`src/rtl/mem_access_unit_pkg.sv`:
```
// Shared constants for the memory access unit: XLEN selectors, funct3 width codes and FSM states.
package mem_access_unit_pkg;

    localparam int XLEN_32B = 1;
    localparam int XLEN_64B = 2;

    typedef enum logic [2:0] {
        LS_B  = 3'b000,
        LS_H  = 3'b001,
        LS_W  = 3'b010,
        LS_D  = 3'b011,
        LS_BU = 3'b100,
        LS_HU = 3'b101,
        LS_WU = 3'b110
    } ls_width_t;

    typedef enum logic {
        LSU_IDLE  = 1'b0,
        LSU_SD_HI = 1'b1
    } lsu_state_t;

    // size is log2 of the access width in bytes (funct3[1:0])
    function automatic logic misaligned(input logic [2:0] addr_lo, input logic [1:0] size);
        case (size)
            2'b00:   return 1'b0;
            2'b01:   return addr_lo[0];
            2'b10:   return |addr_lo[1:0];
            default: return |addr_lo;
        endcase
    endfunction

endpackage

```
`src/rtl/mem_access_unit_if.sv`:
```
// Data memory bus between the access unit (master) and the byte-addressed memory (slave).
interface mem_access_unit_if #(
    parameter int W = 64
);
    logic [W-1:0] mem_addr;
    logic [W-1:0] mem_data;
    logic [W-1:0] mem_rdata;
    logic         mem_write;
    logic         store_byte;
    logic         store_half;

    modport master (
        output mem_addr, mem_data, mem_write, store_byte, store_half,
        input  mem_rdata
    );

    modport slave (
        input  mem_addr, mem_data, mem_write, store_byte, store_half,
        output mem_rdata
    );
endinterface

```
`src/rtl/mem_access_unit_load_extend.sv`:
```
// Combinational sign/zero extension of raw memory read data according to the load width.
module mem_access_unit_load_extend
    import mem_access_unit_pkg::*;
#(
    parameter int W = 64
) (
    input  logic [W-1:0] rdata,
    input  logic [2:0]   funct3,
    output logic [W-1:0] data
);

    always_comb begin
        data = rdata;
        case (funct3)
            LS_B:    data = W'($signed(rdata[7:0]));
            LS_H:    data = W'($signed(rdata[15:0]));
            LS_W:    data = W'($signed(rdata[31:0]));
            LS_BU:   data = W'(rdata[7:0]);
            LS_HU:   data = W'(rdata[15:0]);
            LS_WU:   data = W'(rdata[31:0]);
            default: data = rdata;
        endcase
    end

endmodule

```
`src/rtl/mem_access_unit.sv`:
```
// Load/store front end for the byte-addressed data memory: width decode, strobes, fault
// detection, registered load extension, and splitting of 64-bit stores into two word writes.
//
// state     | meaning
// LSU_IDLE  | accept requests; loads, B/H/W stores and the SD low word issue here
// LSU_SD_HI | write the latched SD high word; request inputs ignored
module mem_access_unit
    import mem_access_unit_pkg::*;
#(
    parameter int XLEN = XLEN_64B,
    localparam int W = 1 << (XLEN + 4)
) (
    input  logic              i_clk,
    input  logic              i_rst,
    input  logic              i_clk_enable,
    input  logic              i_valid,
    input  logic              i_load,
    input  logic              i_store,
    input  logic [2:0]        i_funct3,
    input  logic [W-1:0]      i_addr,
    input  logic [W-1:0]      i_wdata,
    output logic              o_stall,
    mem_access_unit_if.master bus,
    output logic              o_load_valid,
    output logic [W-1:0]      o_load_data,
    output logic              o_fault,
    output logic [W-1:0]      o_fault_addr
);

    localparam bit IS_32 = (XLEN == XLEN_32B);

    lsu_state_t   state_q, state_d;
    logic [W-1:0] sd_addr_q;
    logic [31:0]  sd_data_q;

    logic [1:0]   size;
    logic         illegal;
    logic         in_idle;
    logic         fault_now;
    logic         load_ok;
    logic         store_ok;
    logic         sd_now;
    logic [31:0]  wdata_hi;
    logic [W-1:0] ext_data;

    assign size     = i_funct3[1:0];
    assign in_idle  = (state_q == LSU_IDLE);
    assign illegal  = (i_load & i_store)
                    | (i_funct3 == 3'b111)
                    | (i_store & i_funct3[2])
                    | misaligned(i_addr[2:0], size)
                    | (IS_32 & ((i_funct3 == LS_D) | (i_funct3 == LS_WU)));
    assign fault_now = in_idle & i_valid & (i_load | i_store) & illegal;
    assign load_ok   = in_idle & i_valid & i_load & ~illegal;
    assign store_ok  = in_idle & i_valid & i_store & ~illegal;
    assign sd_now    = store_ok & (size == 2'b11);
    // Shift rather than slice so the expression stays legal when W is 32
    assign wdata_hi  = 32'(i_wdata >> 32);

    mem_access_unit_load_extend #(.W(W)) u_load_extend (
        .rdata  (bus.mem_rdata),
        .funct3 (i_funct3),
        .data   (ext_data)
    );

    always_comb begin
        state_d        = state_q;
        bus.mem_addr   = i_addr;
        bus.mem_data   = i_wdata;
        bus.mem_write  = 1'b0;
        bus.store_byte = 1'b0;
        bus.store_half = 1'b0;
        o_stall        = 1'b0;
        case (state_q)
            LSU_IDLE: begin
                if (store_ok) begin
                    bus.mem_write  = 1'b1;
                    bus.store_byte = (size == 2'b00);
                    bus.store_half = (size == 2'b01);
                end
                if (sd_now) begin
                    bus.mem_data = W'(i_wdata[31:0]);
                    o_stall      = 1'b1;
                    state_d      = LSU_SD_HI;
                end
            end
            LSU_SD_HI: begin
                bus.mem_addr  = sd_addr_q;
                bus.mem_data  = W'(sd_data_q);
                bus.mem_write = 1'b1;
                state_d       = LSU_IDLE;
            end
            default: state_d = LSU_IDLE;
        endcase
        if (!i_clk_enable) begin
            bus.mem_write = 1'b0;
        end
        // Reset must silence the memory and upstream immediately, not at the next edge
        if (i_rst) begin
            bus.mem_write = 1'b0;
            o_stall       = 1'b0;
        end
    end

    always_ff @(posedge i_clk or posedge i_rst) begin
        if (i_rst) begin
            state_q      <= LSU_IDLE;
            sd_addr_q    <= '0;
            sd_data_q    <= '0;
            o_load_valid <= 1'b0;
            o_load_data  <= '0;
            o_fault      <= 1'b0;
            o_fault_addr <= '0;
        end else if (i_clk_enable) begin
            state_q      <= state_d;
            o_load_valid <= load_ok;
            o_fault      <= fault_now;
            if (load_ok) begin
                o_load_data <= ext_data;
            end
            if (fault_now) begin
                o_fault_addr <= i_addr;
            end
            if (sd_now) begin
                sd_addr_q <= i_addr + W'(4);
                sd_data_q <= wdata_hi;
            end
        end
    end

endmodule

```
`src/flat_wrapper.sv`:
```
// flat-port wrapper written by rule: the top's interface ports become plain ports
module mem_access_unit_flat import mem_access_unit_pkg::*;
#(
    parameter int XLEN = XLEN_64B,
    localparam int W = 1 << (XLEN + 4)
)
  (i_clk, i_rst, i_clk_enable, i_valid, i_load, i_store, i_funct3, i_addr, i_wdata, o_stall, o_load_valid, o_load_data, o_fault, o_fault_addr, bus_mem_addr, bus_mem_data, bus_mem_write, bus_store_byte, bus_store_half, bus_mem_rdata);
  mem_access_unit_if #(.W(64)) bus_i ();
  input  logic i_clk;
  input  logic i_rst;
  input  logic i_clk_enable;
  input  logic i_valid;
  input  logic i_load;
  input  logic i_store;
  input  logic [2:0] i_funct3;
  input  logic [W-1:0] i_addr;
  input  logic [W-1:0] i_wdata;
  output logic o_stall;
  output logic o_load_valid;
  output logic [W-1:0] o_load_data;
  output logic o_fault;
  output logic [W-1:0] o_fault_addr;
  output wire logic [$bits(bus_i.mem_addr)-1:0] bus_mem_addr;
  output wire logic [$bits(bus_i.mem_data)-1:0] bus_mem_data;
  output wire logic [$bits(bus_i.mem_write)-1:0] bus_mem_write;
  output wire logic [$bits(bus_i.store_byte)-1:0] bus_store_byte;
  output wire logic [$bits(bus_i.store_half)-1:0] bus_store_half;
  input wire logic [$bits(bus_i.mem_rdata)-1:0] bus_mem_rdata;
  assign bus_mem_addr = bus_i.mem_addr;
  assign bus_mem_data = bus_i.mem_data;
  assign bus_mem_write = bus_i.mem_write;
  assign bus_store_byte = bus_i.store_byte;
  assign bus_store_half = bus_i.store_half;
  assign bus_i.mem_rdata = bus_mem_rdata;
  mem_access_unit #(.XLEN(XLEN)) u_core (.i_clk(i_clk), .i_rst(i_rst), .i_clk_enable(i_clk_enable), .i_valid(i_valid), .i_load(i_load), .i_store(i_store), .i_funct3(i_funct3), .i_addr(i_addr), .i_wdata(i_wdata), .o_stall(o_stall), .bus(bus_i), .o_load_valid(o_load_valid), .o_load_data(o_load_data), .o_fault(o_fault), .o_fault_addr(o_fault_addr));
endmodule
```
`config.mk`:
```
export PLATFORM = sky130hd
export DESIGN_NAME = mem_access_unit_flat
export DESIGN_NICKNAME = d
export VERILOG_FILES = /design/src/rtl/mem_access_unit_pkg.sv /design/src/rtl/mem_access_unit_if.sv /design/src/rtl/mem_access_unit_load_extend.sv /design/src/rtl/mem_access_unit.sv /design/src/flat_wrapper.sv
export SDC_FILE = /design/constraint.sdc
export NUM_CORES = 1
export LEC_CHECK = 0
export ABC_AREA = 0
export CORE_AREA = 2 2 181 183
export CTS_CLUSTER_SIZE = 14
export DETAILED_ROUTE_END_ITERATION = 7
export DIE_AREA = 0 0 183 185
export GPL_ROUTABILITY_DRIVEN = 1
export PLACE_DENSITY = 0.73
export SLEW_MARGIN = 20
export SYNTH_ARGS = -nofsm -noshare
export SYNTH_HDL_FRONTEND = slang
export SYNTH_SLANG_ARGS = --single-unit
export TNS_END_PERCENT = 10
```
`constraint.sdc`:
```
create_clock -name i_clk -period 7.9 [get_ports i_clk]
set_input_delay 1.185 -clock i_clk [delete_from_list [all_inputs] [get_ports i_clk]]
set_output_delay 1.185 -clock i_clk [all_outputs]
set_load 0.05 [all_outputs]
```
==> run_results.csv <==
group,metric,value,unit
cts,cts_root_buf,"clkbuf_16",
power,p_per_area,262,nW/um2
logic_synthesis,syn_area_per_cell,10.1,um2
cts,post_cts_buffers,0,
drt,viasPerCell,5.03,
cts,clock_latency,0.55,ns
die,rows,66,
critical_path,reg2reg_depth,5,
grt,grt_antenna_before_repair,0,
cts,h-tree-depth,1,
die,die_y,185,um
place,place_area,15900,um2
grt,grt_overflow,0,
grt,grt_pass1_wl,56.0,mm
logic_synthesis,syn_inst,1084,
critical_path,crit_type,"in -> out",
logic_synthesis,ys_seq_area_frac,0.519,
critical_path,arrival,4.56,ns
cts,ctsResizeCount,0,
layout,regArea,5680,um2
layout,fillerInstances,2867,
layout,fin_nets,1718,
cts,clkTransAtPathRegs,0.05,ns
drt,drt.antenna.violating_nets,0,
place,place_congestion,0.850,
sta,maxSlewHeadroom,0.340,
critical_path,worstSetupStartpointType,"input pin",
logic_synthesis,ys_types,41,
critical_path,worst_r2r_endpoint,"u_core.sd_addr_q[49]",
worst_hold_path,hp-class,"reg -> reg",
layout,multiInputGateArea,5000,um2
critical_path,path_common_cell,"clkdlybuf4s50_1",
sta,hold_viol_final,0,
logic_synthesis,ys_ff_latch,227,
logic_synthesis,syn_nets,1286,
die,die_area,33900,um2
worst_hold_path,hp-start,"u_core.sd_addr_q[39]",
worst_hold_path,min_path_cells,2,
die,io_pins,463,
place,place_hpwl,25.8,mm
cts,clock_sinks,227,
outcome,outcome,"finished clean",
critical_path,worstSetupStartpoint,"i_funct3[1]",
layout,area_delta_synth_final,53.8,%
worst_hold_path,hold_end,"u_core.sd_addr_q[39]",
sta,setup_tns,0,ns
critical_path,slowest_stage,"clkdlybuf4s50_1",
die,start_util,0.341,
cts,ctsHoldBuffers,0,
critical_path,reg2reg_from,"u_core.state_q",
layout,antenna_cells,0,
grt,grt_pass1_vias,9882,
grt,grt_max_degree,97,
drt,drt-initial-drc-count,442,
drt,wl_per_cell,18.7,um
run,max_cap_violations,0,
cts,clk_path_buf_depth,3,
grt,grt_util_all_layers,0.207,
critical_path,crit_path_cell_trace,"clkdlybuf4s50_1 > a21oi_1 > o221ai_1 > nor2_1 > a21oi_2 > buf_4 > and2_1 > clkdlybuf4s50_1",
sta,max_freq,174,MHz
sta,clock_skew,0.0287,ns
layout,design_area,16800,um2
sta,slew_violations,0,
drt,vias,9770,
cts,cts_buffers,27,
sta,fin_crit_sh,0.727,
critical_path,cp_top_family,"buffers and inverters",
critical_path,worstPathRequired,6.71,ns
critical_path,critical_path_peak_fanout,32,
drt,drc,0,
place,portBuffers,462,
critical_path,end_kind,"primary output",
power,irDropWorstVdd,0.193,mV
drt,dr.pass1.iters,5,
logic_synthesis,yosysWarnings,0,
critical_path,critPathMaxStageDelay,1.03,ns
cts,cts_tree,"built",
layout,drive_gt1_frac,0.153,
sta,fin_crit,5.74,ns
die,die_w,183,um
logic_synthesis,netlist_area,10900,um2
critical_path,reg2reg_setup_slack,4.76,ns
sta,rsz0062_at_grt,"false",
die,core,32000,um2
sta,setup_viol,0,
drt,totalWireLength,36.4,mm
power,p_leak,7.03,nW
critical_path,crit_buf_inv,3,
sta,worst_pin_slew,0.990,ns
## synthesized netlist by cell type, drive strengths merged
master    n  share of area
buf      14         0.0056
nand4    23          0.015
a21o      2         0.0014
ha        1         0.0011
o21ai    47          0.022
xor2     24          0.019
clkbuf   56          0.019
and4      3         0.0024
and3b     1        0.00080
nor3      7         0.0037
nor2     80          0.027
nor3b     2         0.0014
o31ai     5         0.0034
and3      6         0.0035
a211o     1        0.00080
or4       6         0.0041
o211ai    3         0.0021
inv       8         0.0027
xnor2     7         0.0056
nand3    26          0.012
and2     36          0.021
or3       6         0.0037
mux2    165           0.17
a21oi    83          0.038
nor4      3         0.0045
nand2b    2         0.0011
dfrtp   227           0.52
nand2   210          0.072
nor4b     1        0.00080
or2       2         0.0011
o221ai    1        0.00080
a31oi    26          0.015
## worst min-delay path, stage by stage, from the launching register on
cell	delay (ns)
dfrtp_1	0.34
nand2_1	0.05
nand2_1	0.04
## cell usage in the layout, fill, tap and decap left out, types with 3 or more instances in the layout
cell type	count
a21oi_1	82
a31oi_1	26
and2_1	36
and3_1	5
and4_1	3
buf_4	11
clkbuf_1	7
clkbuf_16	27
clkbuf_8	10
clkdlybuf4s50_1	462
dfrtp_1	226
inv_1	7
mux2_2	165
nand2_1	209
nand3_1	26
nand4_1	21
nor2_1	78
nor3_1	5
o211ai_1	3
o21ai_0	47
o31ai_1	4
or3_1	4
or4_1	6
xnor2_1	7
xor2_1	24
## per-stage QoR
stage | util | instances | worst slack, ns | hold WS (ns) | power, W
after floorplan | - | 1084 | 0.495 | 0.428 | 0.00253
final | 0.525 | 1943 | 2.16 | 0.462 | 0.00441
after global routing | 0.525 | 1943 | 1.97 | 0.478 | 0.00461
after CTS | 0.525 | 1943 | 2.19 | 0.467 | 0.00446
after global placement | 0.497 | 1895 | 2.25 | 0.445 | 0.00316
after detailed placement | 0.497 | 1895 | 2.18 | 0.454 | 0.00319
## cell type report
type / count / area share
sequential: 227 / 0.338
multi-input combinational: 779 / 0.297
timing repair buffer: 473 / 0.280
clock buffer: 44 / 0.0499
tap: 408 / 0.0303
clock inverter: 4 / 0.00290
inverter: 8 / 0.00223
## per-layer routing
metal / part of all wire / global-route usage / up-vias
met5: 0 / 0 / -
met4: 0.024 / 0.0563 / 0
met3: 0.081 / 0.0515 / 56
met2: 0.48 / 0.351 / 366
met1: 0.41 / 0.263 / 4747
li1: - / - / 4601
## registers in the layout (all words and copies together) (netlist names)
| register | flops |
|---|---|
| u_core.o_fault_addr | 64 |
| u_core.o_load_data | 64 |
| u_core.sd_addr_q | 64 |
| u_core.sd_data_q | 32 |
| u_core.o_fault | 1 |
| u_core.o_load_valid | 1 |
| u_core.state_q | 1 |
## kinds of logic after synthesis
family / count (synthesis) / synth area share
AOI/OAI and AO/OA: 168 / 0.0828
buffers and inverters: 78 / 0.0276
DFF: 227 / 0.519
and+or+nand+nor: 414 / 0.174
adders and majority gates: 1 / 0.00114
xor gates and xnor gates: 31 / 0.0248
muxes: 165 / 0.170
## how the worst max path moves through the flow
stage                     slack (ns)  cells after the start                to
after global routing            1.97                      8  bus_mem_data[46]
after global placement          2.25                      8  bus_mem_data[62]
after CTS                       2.19                      8  bus_mem_data[35]
after detailed placement        2.18                      8  bus_mem_data[35]
final                           2.16                      8  bus_mem_data[46]
after floorplan                 0.50                      1    u_core.o_fault
## power breakdown
group          leakage, nW  internal (W)  switching (W)
combinational         3.73      0.000598        0.00108
clock                0.439      0.000751       0.000491
sequential            2.86       0.00138       0.000112
total                 7.03       0.00273        0.00168
No activity file was read; power rests on OpenSTA's default activity.
